### src/rtl/fft_pkg.sv
// Shared FFT datapath types and fixed-point helpers (rounding, saturation).
package fft_pkg;

    localparam int unsigned FFT_DATA_WIDTH = 16;
    localparam int unsigned CALC_WIDTH     = 64;

    typedef struct packed {
        logic signed [FFT_DATA_WIDTH-1:0] re;
        logic signed [FFT_DATA_WIDTH-1:0] im;
    } complex_t;

    typedef logic signed [CALC_WIDTH-1:0] calc_t;

    // Clamp a wide signed value into the range of a width-bit signed number.
    function automatic calc_t sat_fn(input calc_t value, input int unsigned width);
        calc_t max_v;
        calc_t min_v;
        calc_t res;
        max_v = (calc_t'(1) <<< (width - 1)) - calc_t'(1);
        min_v = -max_v - calc_t'(1);
        if (value > max_v) begin
            res = max_v;
        end else if (value < min_v) begin
            res = min_v;
        end else begin
            res = value;
        end
        return res;
    endfunction

    // Round half-up, then arithmetic shift right; sh == 0 passes the value through.
    function automatic calc_t round_shift_fn(input calc_t value, input int unsigned sh);
        calc_t res;
        if (sh == 0) begin
            res = value;
        end else begin
            res = (value + (calc_t'(1) <<< (sh - 1))) >>> sh;
        end
        return res;
    endfunction

endpackage

### src/rtl/butterfly2_dif_pipe_if.sv
// Elastic input/output bus of the DIF butterfly; master drives inputs, slave is the butterfly.
interface butterfly2_dif_pipe_if #(
    parameter int unsigned DATA_WIDTH = 16
);
    logic                         in_valid_i;
    logic                         in_ready_o;
    logic                         inv_i;
    logic signed [DATA_WIDTH-1:0] a_re_i;
    logic signed [DATA_WIDTH-1:0] a_im_i;
    logic signed [DATA_WIDTH-1:0] b_re_i;
    logic signed [DATA_WIDTH-1:0] b_im_i;
    logic signed [DATA_WIDTH-1:0] coeff_re_i;
    logic signed [DATA_WIDTH-1:0] coeff_im_i;
    logic                         out_valid_o;
    logic                         out_ready_i;
    logic signed [DATA_WIDTH-1:0] c_re_o;
    logic signed [DATA_WIDTH-1:0] c_im_o;
    logic signed [DATA_WIDTH-1:0] d_re_o;
    logic signed [DATA_WIDTH-1:0] d_im_o;
    logic                         ovf_o;

    modport master (
        output in_valid_i, inv_i, a_re_i, a_im_i, b_re_i, b_im_i, coeff_re_i, coeff_im_i,
        output out_ready_i,
        input  in_ready_o, out_valid_o, c_re_o, c_im_o, d_re_o, d_im_o, ovf_o
    );

    modport slave (
        input  in_valid_i, inv_i, a_re_i, a_im_i, b_re_i, b_im_i, coeff_re_i, coeff_im_i,
        input  out_ready_i,
        output in_ready_o, out_valid_o, c_re_o, c_im_o, d_re_o, d_im_o, ovf_o
    );
endinterface

### src/rtl/butterfly2_dif_pipe_cmult.sv
// Registered full-precision complex multiplier with load enable; no rounding.
module cmult_pipe #(
    parameter int unsigned X_WIDTH = 17,
    parameter int unsigned W_WIDTH = 16
) (
    input  logic                           clk_i,
    input  logic                           rst_ni,
    input  logic                           en_i,
    input  logic signed [X_WIDTH-1:0]      x_re_i,
    input  logic signed [X_WIDTH-1:0]      x_im_i,
    input  logic signed [W_WIDTH-1:0]      w_re_i,
    input  logic signed [W_WIDTH-1:0]      w_im_i,
    output logic signed [X_WIDTH+W_WIDTH:0] p_re_o,
    output logic signed [X_WIDTH+W_WIDTH:0] p_im_o
);
    localparam int unsigned P_WIDTH = X_WIDTH + W_WIDTH + 1;

    logic signed [P_WIDTH-1:0] p_re_d, p_re_q;
    logic signed [P_WIDTH-1:0] p_im_d, p_im_q;

    always_comb begin
        p_re_d = p_re_q;
        p_im_d = p_im_q;
        if (en_i) begin
            p_re_d = P_WIDTH'(x_re_i) * P_WIDTH'(w_re_i) - P_WIDTH'(x_im_i) * P_WIDTH'(w_im_i);
            p_im_d = P_WIDTH'(x_re_i) * P_WIDTH'(w_im_i) + P_WIDTH'(x_im_i) * P_WIDTH'(w_re_i);
        end
    end

    always_ff @(posedge clk_i or negedge rst_ni) begin
        if (!rst_ni) begin
            p_re_q <= '0;
            p_im_q <= '0;
        end else begin
            p_re_q <= p_re_d;
            p_im_q <= p_im_d;
        end
    end

    assign p_re_o = p_re_q;
    assign p_im_o = p_im_q;

endmodule

### src/rtl/butterfly2_dif_pipe.sv
// Three-stage radix-2 DIF butterfly: c = (a+b)>>SCALE, d = ((a-b)*W)>>SCALE, elastic handshakes.
module butterfly2_dif_pipe
    import fft_pkg::*;
#(
    parameter int unsigned DATA_WIDTH = 16,
    parameter int unsigned SCALE      = 1
) (
    input logic               clk_i,
    input logic               rst_ni,
    butterfly2_dif_pipe_if.slave bus
);
    localparam int unsigned SUM_W   = DATA_WIDTH + 1;
    localparam int unsigned PROD_W  = 2 * DATA_WIDTH + 2;
    localparam int unsigned D_SHIFT = DATA_WIDTH - 1 + SCALE;
    localparam logic signed [DATA_WIDTH-1:0] MIN_VAL = {1'b1, {(DATA_WIDTH-1){1'b0}}};
    localparam logic signed [DATA_WIDTH-1:0] MAX_VAL = {1'b0, {(DATA_WIDTH-1){1'b1}}};

    logic s1_en_c, s2_en_c, s3_en_c, in_fire_c, mult_en_c;

    logic                    s1_valid_d, s1_valid_q;
    logic signed [SUM_W-1:0] s1_sum_re_d, s1_sum_re_q, s1_sum_im_d, s1_sum_im_q;
    logic signed [SUM_W-1:0] s1_diff_re_d, s1_diff_re_q, s1_diff_im_d, s1_diff_im_q;
    logic signed [DATA_WIDTH-1:0] s1_w_re_d, s1_w_re_q, s1_w_im_d, s1_w_im_q;

    logic                    s2_valid_d, s2_valid_q;
    logic signed [SUM_W-1:0] s2_sum_re_d, s2_sum_re_q, s2_sum_im_d, s2_sum_im_q;
    logic signed [PROD_W-1:0] s2_p_re, s2_p_im;

    logic                         s3_valid_d, s3_valid_q;
    logic signed [DATA_WIDTH-1:0] c_re_d, c_re_q, c_im_d, c_im_q;
    logic signed [DATA_WIDTH-1:0] d_re_d, d_re_q, d_im_d, d_im_q;
    logic                         ovf_d, ovf_q;

    calc_t c_re_r, c_im_r, d_re_r, d_im_r;
    calc_t c_re_s, c_im_s, d_re_s, d_im_s;

    // A stage loads when empty or when its contents move on this cycle.
    always_comb begin
        s3_en_c   = !s3_valid_q || bus.out_ready_i;
        s2_en_c   = !s2_valid_q || s3_en_c;
        s1_en_c   = !s1_valid_q || s2_en_c;
        in_fire_c = bus.in_valid_i && rst_ni && s1_en_c;
        mult_en_c = s2_en_c && s1_valid_q;
    end

    assign bus.in_ready_o = rst_ni && s1_en_c;

    // S1: exact sum/difference and effective (optionally conjugated) twiddle.
    always_comb begin
        s1_valid_d   = s1_en_c ? in_fire_c : s1_valid_q;
        s1_sum_re_d  = s1_sum_re_q;
        s1_sum_im_d  = s1_sum_im_q;
        s1_diff_re_d = s1_diff_re_q;
        s1_diff_im_d = s1_diff_im_q;
        s1_w_re_d    = s1_w_re_q;
        s1_w_im_d    = s1_w_im_q;
        if (in_fire_c) begin
            s1_sum_re_d  = SUM_W'(bus.a_re_i) + SUM_W'(bus.b_re_i);
            s1_sum_im_d  = SUM_W'(bus.a_im_i) + SUM_W'(bus.b_im_i);
            s1_diff_re_d = SUM_W'(bus.a_re_i) - SUM_W'(bus.b_re_i);
            s1_diff_im_d = SUM_W'(bus.a_im_i) - SUM_W'(bus.b_im_i);
            s1_w_re_d    = bus.coeff_re_i;
            if (!bus.inv_i) begin
                s1_w_im_d = bus.coeff_im_i;
            end else if (bus.coeff_im_i == MIN_VAL) begin
                s1_w_im_d = MAX_VAL;
            end else begin
                s1_w_im_d = -bus.coeff_im_i;
            end
        end
    end

    // S2: product lives in the multiplier; the sum and valid ride alongside.
    cmult_pipe #(
        .X_WIDTH(SUM_W),
        .W_WIDTH(DATA_WIDTH)
    ) u_cmult (
        .clk_i  (clk_i),
        .rst_ni (rst_ni),
        .en_i   (mult_en_c),
        .x_re_i (s1_diff_re_q),
        .x_im_i (s1_diff_im_q),
        .w_re_i (s1_w_re_q),
        .w_im_i (s1_w_im_q),
        .p_re_o (s2_p_re),
        .p_im_o (s2_p_im)
    );

    always_comb begin
        s2_valid_d  = s2_en_c ? s1_valid_q : s2_valid_q;
        s2_sum_re_d = s2_sum_re_q;
        s2_sum_im_d = s2_sum_im_q;
        if (mult_en_c) begin
            s2_sum_re_d = s1_sum_re_q;
            s2_sum_im_d = s1_sum_im_q;
        end
    end

    // S3: round, saturate and flag any clipping for this transaction.
    always_comb begin
        s3_valid_d = s3_en_c ? s2_valid_q : s3_valid_q;
        c_re_d     = c_re_q;
        c_im_d     = c_im_q;
        d_re_d     = d_re_q;
        d_im_d     = d_im_q;
        ovf_d      = ovf_q;
        c_re_r     = round_shift_fn(calc_t'(s2_sum_re_q), SCALE);
        c_im_r     = round_shift_fn(calc_t'(s2_sum_im_q), SCALE);
        d_re_r     = round_shift_fn(calc_t'(s2_p_re), D_SHIFT);
        d_im_r     = round_shift_fn(calc_t'(s2_p_im), D_SHIFT);
        c_re_s     = sat_fn(c_re_r, DATA_WIDTH);
        c_im_s     = sat_fn(c_im_r, DATA_WIDTH);
        d_re_s     = sat_fn(d_re_r, DATA_WIDTH);
        d_im_s     = sat_fn(d_im_r, DATA_WIDTH);
        if (s3_en_c && s2_valid_q) begin
            c_re_d = DATA_WIDTH'(c_re_s);
            c_im_d = DATA_WIDTH'(c_im_s);
            d_re_d = DATA_WIDTH'(d_re_s);
            d_im_d = DATA_WIDTH'(d_im_s);
            ovf_d  = (c_re_s != c_re_r) || (c_im_s != c_im_r) ||
                     (d_re_s != d_re_r) || (d_im_s != d_im_r);
        end
    end

    always_ff @(posedge clk_i or negedge rst_ni) begin
        if (!rst_ni) begin
            s1_valid_q   <= 1'b0;
            s1_sum_re_q  <= '0;
            s1_sum_im_q  <= '0;
            s1_diff_re_q <= '0;
            s1_diff_im_q <= '0;
            s1_w_re_q    <= '0;
            s1_w_im_q    <= '0;
            s2_valid_q   <= 1'b0;
            s2_sum_re_q  <= '0;
            s2_sum_im_q  <= '0;
            s3_valid_q   <= 1'b0;
            c_re_q       <= '0;
            c_im_q       <= '0;
            d_re_q       <= '0;
            d_im_q       <= '0;
            ovf_q        <= 1'b0;
        end else begin
            s1_valid_q   <= s1_valid_d;
            s1_sum_re_q  <= s1_sum_re_d;
            s1_sum_im_q  <= s1_sum_im_d;
            s1_diff_re_q <= s1_diff_re_d;
            s1_diff_im_q <= s1_diff_im_d;
            s1_w_re_q    <= s1_w_re_d;
            s1_w_im_q    <= s1_w_im_d;
            s2_valid_q   <= s2_valid_d;
            s2_sum_re_q  <= s2_sum_re_d;
            s2_sum_im_q  <= s2_sum_im_d;
            s3_valid_q   <= s3_valid_d;
            c_re_q       <= c_re_d;
            c_im_q       <= c_im_d;
            d_re_q       <= d_re_d;
            d_im_q       <= d_im_d;
            ovf_q        <= ovf_d;
        end
    end

    assign bus.out_valid_o = s3_valid_q;
    assign bus.c_re_o      = c_re_q;
    assign bus.c_im_o      = c_im_q;
    assign bus.d_re_o      = d_re_q;
    assign bus.d_im_o      = d_im_q;
    assign bus.ovf_o       = ovf_q;

endmodule

### src/flat_wrapper.sv
// flat-port wrapper written by rule: the top's interface ports become plain ports
module butterfly2_dif_pipe_flat import fft_pkg::*;
#(
    parameter int unsigned DATA_WIDTH = 16,
    parameter int unsigned SCALE      = 1
)
  (clk_i, rst_ni, bus_in_valid_i, bus_inv_i, bus_a_re_i, bus_a_im_i, bus_b_re_i, bus_b_im_i, bus_coeff_re_i, bus_coeff_im_i, bus_out_ready_i, bus_in_ready_o, bus_out_valid_o, bus_c_re_o, bus_c_im_o, bus_d_re_o, bus_d_im_o, bus_ovf_o);
  butterfly2_dif_pipe_if #(.DATA_WIDTH(DATA_WIDTH)) bus_i ();
  input logic clk_i;
  input logic rst_ni;
  input wire logic [$bits(bus_i.in_valid_i)-1:0] bus_in_valid_i;
  input wire logic [$bits(bus_i.inv_i)-1:0] bus_inv_i;
  input wire logic [$bits(bus_i.a_re_i)-1:0] bus_a_re_i;
  input wire logic [$bits(bus_i.a_im_i)-1:0] bus_a_im_i;
  input wire logic [$bits(bus_i.b_re_i)-1:0] bus_b_re_i;
  input wire logic [$bits(bus_i.b_im_i)-1:0] bus_b_im_i;
  input wire logic [$bits(bus_i.coeff_re_i)-1:0] bus_coeff_re_i;
  input wire logic [$bits(bus_i.coeff_im_i)-1:0] bus_coeff_im_i;
  input wire logic [$bits(bus_i.out_ready_i)-1:0] bus_out_ready_i;
  output wire logic [$bits(bus_i.in_ready_o)-1:0] bus_in_ready_o;
  output wire logic [$bits(bus_i.out_valid_o)-1:0] bus_out_valid_o;
  output wire logic [$bits(bus_i.c_re_o)-1:0] bus_c_re_o;
  output wire logic [$bits(bus_i.c_im_o)-1:0] bus_c_im_o;
  output wire logic [$bits(bus_i.d_re_o)-1:0] bus_d_re_o;
  output wire logic [$bits(bus_i.d_im_o)-1:0] bus_d_im_o;
  output wire logic [$bits(bus_i.ovf_o)-1:0] bus_ovf_o;
  assign bus_i.in_valid_i = bus_in_valid_i;
  assign bus_i.inv_i = bus_inv_i;
  assign bus_i.a_re_i = bus_a_re_i;
  assign bus_i.a_im_i = bus_a_im_i;
  assign bus_i.b_re_i = bus_b_re_i;
  assign bus_i.b_im_i = bus_b_im_i;
  assign bus_i.coeff_re_i = bus_coeff_re_i;
  assign bus_i.coeff_im_i = bus_coeff_im_i;
  assign bus_i.out_ready_i = bus_out_ready_i;
  assign bus_in_ready_o = bus_i.in_ready_o;
  assign bus_out_valid_o = bus_i.out_valid_o;
  assign bus_c_re_o = bus_i.c_re_o;
  assign bus_c_im_o = bus_i.c_im_o;
  assign bus_d_re_o = bus_i.d_re_o;
  assign bus_d_im_o = bus_i.d_im_o;
  assign bus_ovf_o = bus_i.ovf_o;
  butterfly2_dif_pipe #(.DATA_WIDTH(DATA_WIDTH), .SCALE(SCALE)) u_core (.clk_i(clk_i), .rst_ni(rst_ni), .bus(bus_i));
endmodule
### config.mk
export PLATFORM = sky130hd
export DESIGN_NAME = butterfly2_dif_pipe_flat
export DESIGN_NICKNAME = d
export VERILOG_FILES = /design/src/rtl/fft_pkg.sv /design/src/rtl/butterfly2_dif_pipe_if.sv /design/src/rtl/butterfly2_dif_pipe_cmult.sv /design/src/rtl/butterfly2_dif_pipe.sv /design/src/flat_wrapper.sv
export SDC_FILE = /design/constraint.sdc
export NUM_CORES = 2
export LEC_CHECK = 0
export CORE_MARGIN = 3
export CORE_UTILIZATION = 35
export CTS_CLUSTER_DIAMETER = 80
export DETAILED_ROUTE_END_ITERATION = 7
export GPL_TIMING_DRIVEN = 0
export SYNTH_ARGS = -nofsm -noshare
export SYNTH_HDL_FRONTEND = slang
export SYNTH_SLANG_ARGS = --single-unit
### constraint.sdc
create_clock -name clk_i -period 8.7 [get_ports clk_i]
set_input_delay 0.87 -clock clk_i [delete_from_list [all_inputs] [get_ports clk_i]]
set_output_delay 0.87 -clock clk_i [all_outputs]
set_load 0.01 [all_outputs]
# Word level (Yosys, flattened, before mapping)
# Index checks and enable logic that the tools add are counted.
[word_totals] reg_bits=270 output_inout_bits=67 wordCells=70
[classes] addsub=11 n_mul=4 n_lt_le_gt_ge=8 n_eq_ne=5 muxes=10 reduce_logical=14
[ops] op="$mux W64" count=8
[ops] op="$mul A17 B16 Y33" count=4
[ops] op="$ne A64 B17 Y1" count=2
[ops] op="$ne A64 B19 Y1" count=2
[ops] op="$add A34 B17 Y35 const B" count=2
[ops] op="$gt A19 B16 Y1 const B" count=2
[ops] op="$lt A19 B16 Y1 const B" count=2
[ops] op="$add A17 B2 Y18 const B" count=2
[ops] op="$add A16 B16 Y17" count=2
[ops] op="$add A33 B33 Y34" count=1
[ops] op="$gt A17 B16 Y1 const B" count=2
[ops] op="$lt A17 B16 Y1 const B" count=2
[ops] op="$sub A16 B16 Y17" count=2
[ops] op="$sub A33 B33 Y34" count=1
[ops] op="$mux W16" count=2
[ops] op="$eq A16 B16 Y1 const B" count=1
[ops] op="$neg A16 Y16" count=1
[ops] op="$logic_or A1 B1 Y1" count=6
[ops] op="$logic_and A1 B1 Y1" count=5
[ops] op="$logic_not A1 Y1" count=3

# Longest topological paths before layout
[depth] depth_word=8 depth_mapped=30 ltp_nobuf=28

# By module
# From an unflattened synthesis, not the netlist that was laid out.
[unflattened] cells_unflattened=6059 hier_area_um2=57072.2
[modules_own_cells] mod="cmult_pipe" n_inst=1 cells_per_inst=4671 area_each_um2=44724.1 seq_area_each_um2=1701.6
[modules_own_cells] mod="butterfly2_dif_pipe" n_inst=1 cells_per_inst=1388 area_each_um2=12348.1 seq_area_each_um2=5004.8

# Worst setup path after synthesis
# OpenSTA, ideal clock, no wires.
[synth_timing] path_type="reg2reg" start="reg u_core.s1_w_im_q[0]" end="reg u_core.u_cmult.p_re_q[33] (netlist: u_core.u_cmult.p_re_o[33])" t_arrival_ps=7443 setup_slack_ps=1128 stages_incl_launch_ff=29 path_cell_list="dfrtp_1 -> buf_2 -> clkbuf_1 -> nand2_1 -> inv_1 -> fa_1 -> inv_1 -> fa_1 -> inv_1 -> fa_1 -> inv_1 -> fa_1 -> fa_1 -> fa_1 -> fa_1 -> inv_1 -> fa_1 -> inv_1 -> ha_1 -> a2111oi_2 -> o21ai_1 -> a21oi_2 -> o211ai_2 -> a31oi_4 -> o311a_4 -> nor3_2 -> a2111oi_2 -> xnor2_1 -> o21ai_1"
[synth_via] elab_chain_cells=2
[synth_rtl] element="from (decl)" line_no="butterfly2_dif_pipe.sv:23" rtl="logic signed [DATA_WIDTH-1:0] s1_w_re_d, s1_w_re_q, s1_w_im_d, s1_w_im_q;"
[synth_rtl] element="from (signal assigned)" line_no="butterfly2_dif_pipe.sv:150" rtl="s1_w_im_q <= s1_w_im_d;"
[synth_rtl] element="$mul A17 B16 Y33" line_no="butterfly2_dif_pipe_cmult.sv:25" rtl="p_re_d = P_WIDTH'(x_re_i) * P_WIDTH'(w_re_i) - P_WIDTH'(x_im_i) * P_WIDTH'(w_im_i);"
[synth_rtl] element="$sub A33 B33 Y34" line_no="butterfly2_dif_pipe_cmult.sv:25"
[synth_rtl] element="to (signal assigned)" line_no="butterfly2_dif_pipe_cmult.sv:35" rtl="p_re_q <= p_re_d;"
[synth_rtl] element="to (decl)" line_no="butterfly2_dif_pipe_cmult.sv:18" rtl="logic signed [P_WIDTH-1:0] p_re_d, p_re_q;"
# Every way passes these cells.
# A chain may end at the register's enable or synchronous reset.

# Final worst setup path
[layout_timing] start="reg u_core.s1_diff_im_q[8]" end="reg u_core.u_cmult.p_im_q[32] (netlist: u_core.u_cmult.p_im_o[32])"
[layout_via] elab_chain_cells=2
[layout_rtl] element="from (decl)" line_no="butterfly2_dif_pipe.sv:22" rtl="logic signed [SUM_W-1:0] s1_diff_re_d, s1_diff_re_q, s1_diff_im_d, s1_diff_im_q;"
[layout_rtl] element="from (signal assigned)" line_no="butterfly2_dif_pipe.sv:148" rtl="s1_diff_im_q <= s1_diff_im_d;"
[layout_rtl] element="$mul A17 B16 Y33" line_no="butterfly2_dif_pipe_cmult.sv:26" rtl="p_im_d = P_WIDTH'(x_re_i) * P_WIDTH'(w_im_i) + P_WIDTH'(x_im_i) * P_WIDTH'(w_re_i);"
[layout_rtl] element="$add A33 B33 Y34" line_no="butterfly2_dif_pipe_cmult.sv:26"
[layout_rtl] element="to (signal assigned)" line_no="butterfly2_dif_pipe_cmult.sv:36" rtl="p_im_q <= p_im_d;"
[layout_rtl] element="to (decl)" line_no="butterfly2_dif_pipe_cmult.sv:19" rtl="logic signed [P_WIDTH-1:0] p_im_d, p_im_q;"
# Every way passes these cells.

==> results.sh <==
export IMPL_status="finished, final reports clean"
export IMPL_tns_ns=0
export IMPL_max_freq_ghz=0.115
export IMPL_dp_hpwl_um=177000
export IMPL_crit_fanout=10
export IMPL_initial_core_util_pct=35.3
export IMPL_synth_seq_area_share_pct=10.8
export IMPL_wire_per_inst_um=26.7
export IMPL_cap_violations=0
export IMPL_grt_pass1_wl_um=318000
export IMPL_avgSynthCellArea_um2=9.27
export IMPL_gp_congestion=1.03
export IMPL_dr_total_vias=42800
export IMPL_setup_viol=0
export IMPL_die_w_um=403
export IMPL_synthFlopType="dfrtp_1"
export IMPL_clk_latency_ns=0.60
export IMPL_finalNetCount=7889
export IMPL_multi_input_area_um2=42900
export IMPL_grt_max_degree=87
export IMPL_yosysUniqueCellTypes=77
export IMPL_numClockSinks=238
export IMPL_seqCellArea_um2=6030
export IMPL_clk_pin_slew_ns=0.06
export IMPL_final_common_cell="inv_1"
export IMPL_firstDrtPassIters=6
export IMPL_fillers=15800
export IMPL_min_period_over_period_pct=99.9
export IMPL_first_global_vias=44500
export IMPL_endpoint_kind="flip-flop"
export IMPL_vias_per_cell=5.17
export IMPL_synthToLayoutAreaGrowth_pct=12.2
export IMPL_async_reset_ff_share_pct=100
export IMPL_syn_area_um2=55100
export IMPL_cts_hold_buf=0
export IMPL_final_cell_mix="inv_1, fa_1, nand2_1, and2_1, ha_1"
export IMPL_drive_above_1_share_pct=7.21
export IMPL_rows=145
export IMPL_cts_tree="built"
export IMPL_antenna_found_initial=56
export IMPL_slew_headroom_pct=4.00
export IMPL_numCtsBuffers=36
export IMPL_worst_pin_slew_ns=1.43
export IMPL_synth_seq_cells=238
export IMPL_fin_area_um2=61800
export IMPL_critPathKind="reg2reg"
export IMPL_boundaryPins=168
export IMPL_post_place_ws_ns=-2.11
export IMPL_antenna_left=0
export IMPL_fin_worst_skew_ns=0.0225
export IMPL_grt_overflow=0
export IMPL_dieHeight_um=403
export IMPL_first_iter_violations=4092
export IMPL_synth_edf_count=0
export IMPL_portBuffers=167
export IMPL_cts_htree_levels=2
export IMPL_hold_path_class="in2async"
export IMPL_finalCriticalPeriod_ns=8.69
export IMPL_hold_viol=0
export IMPL_globalRouteTotalUtil_pct=27.6
export IMPL_worstPathArrival_ns=9.16
export IMPL_cp_required_ns=9.16
export IMPL_rsz0062_at_grt="true"
export IMPL_wirelength_um=221000
export IMPL_core_um2=156000
export IMPL_placed_cell_area_um2=59500
export IMPL_start_kind="flip-flop"
export IMPL_synth_nets=7666
export IMPL_yosys_warnings=0
export IMPL_layout_setup_ws_ns=0.00601
export IMPL_postSynthCellCount=5950
export IMPL_cts_max_path_buffers=3
export IMPL_drv_slew=0
export IMPL_fp_dieArea_um2=162000
export IMPL_clock_root_buffer="clkbuf_16"
export IMPL_drc_errors=0
[stage by stage]
step / utilization (%) / instances / hold slack, ns
floorplan: - / 5950 / 0.435
global placement: 38.0 / 8175 / 0.458
detailed placement: 38.0 / 8179 / 0.467
CTS: 39.3 / 8241 / 0.250
global route: 39.5 / 8267 / 0.281
finish: 39.5 / 8290 / 0.244
[final timing paths]
kind | slack [ns] | to | from | depth (start not counted)
setup / recovery | 0.006 | u_core.u_cmult.p_im_o[32] | u_core.s1_diff_im_q[8] | 25
hold / removal | 0.24 | u_core.bus.c_re_o[9] | rst_ni | 1
setup reg to reg | 0.006 | u_core.u_cmult.p_im_o[32] | u_core.s1_diff_im_q[8] | 25
hold reg to reg | 0.47 | u_core.s1_sum_re_q[11] | u_core.s1_sum_re_q[11] | 2
max in group asynchronous | 7.42 | u_core.s1_w_re_q[8] | rst_ni | 2
min in group clk_i | 0.47 | u_core.s1_sum_re_q[11] | u_core.s1_sum_re_q[11] | 2
[final cells by class]
class,instances,area share [%]
multi-input cells,3962,69.3
inverters,1460,8.90
clock buffers,46,1.61
clock inverters,20,0.449
repair buffers,194,3.14
diodes,31,0.125
flip-flops and latches,238,9.75
plain buffers,281,2.53
well taps,2058,4.16
[layer usage]
layer	up-vias	share of wire, %	track usage [%]
li1	18000	-	-
met2	2174	43	41.1
met3	495	10	6.31
met4	8	6.8	14.6
met5	-	0.024	0
met1	22200	40	37.5
[state kept, by name, indices dropped and copies added (netlist names)]
| name | count |
|---|---|
| u_core.s1_sum_re_q | 16 |
| u_core.s1_sum_im_q | 16 |
| u_core.bus.ovf_o | 1 |
| u_core.bus.out_valid_o | 1 |
| u_core.bus.c_re_o | 16 |
| u_core.bus.c_im_o | 16 |
| u_core.bus.d_im_o | 16 |
| u_core.s2_sum_re_q | 17 |
| u_core.bus.d_re_o | 16 |
| u_core.s2_valid_q | 1 |
| u_core.s1_valid_q | 1 |
| u_core.s1_w_im_q | 16 |
| u_core.s1_w_re_q | 16 |
| u_core.u_cmult.p_re_o | 19 |
| u_core.s1_diff_im_q | 17 |
| u_core.u_cmult.p_im_o | 19 |
| u_core.s1_diff_re_q | 17 |
| u_core.s2_sum_im_q | 17 |
[worst max-delay path, cell delays in order (launching register included)]
cell and delay [ns]:
dfrtp_1 0.51, clkbuf_2 0.54, and2_1 0.34, fa_1 0.50, inv_1 0.05, fa_1 0.47
inv_1 0.05, fa_1 0.50, fa_1 0.58, fa_1 0.44, fa_1 0.46, fa_1 0.51
inv_1 0.05, fa_1 0.48, inv_1 0.05, ha_1 0.28, a21o_1 0.21, a211oi_2 0.43
o211a_4 0.28, o21ai_4 0.13, a21oi_4 0.27, o21ai_1 0.20, a41o_2 0.44, nor2_2 0.21
xor2_4 0.44, o21ai_1 0.10
[synthesized netlist by cell type (17+ instances only)]
master	number	area share, %
nand2_1	770	5.2
o21a_1	43	0.59
nand2b_1	54	0.61
nor3_1	28	0.25
a21o_1	18	0.25
xnor2_1	126	2.0
nor2_1	148	1.0
mux2_2	38	0.78
dfrtp_1	238	11
and3_1	18	0.20
a21oi_1	103	0.93
o211ai_1	32	0.44
o31ai_1	22	0.30
nand3_1	50	0.45
o21ai_1	20	0.18
ha_1	379	8.6
nand4_1	17	0.19
clkbuf_1	272	1.9
fa_1	1236	45
inv_1	1459	9.9
o21ai_0	136	1.2
xor2_1	65	1.0
and2_1	493	5.6
[kinds of logic after synthesis]
logic type	Yosys count	share of synthesized area [%]
AO/OA/AOI/OAI	481	5.61
XOR/XNOR	191	3.03
adder cells (fa/ha/maj)	1615	53.5
buffers and inverters	1750	11.9
flip-flops	238	10.8
multiplexers	43	0.867
AND/OR/NAND/NOR	1632	14.3
[timing repair]
action                     in CTS  in global routing
resized for setup             311                141
setup endpoints to repair      33                 23
setup buffers                   5                 18
pin swaps                       4                  7
cloned                          0                  0
Power is not shown: default switching activity piles up to over one toggle a cycle in this logic, so the estimate is an artifact.
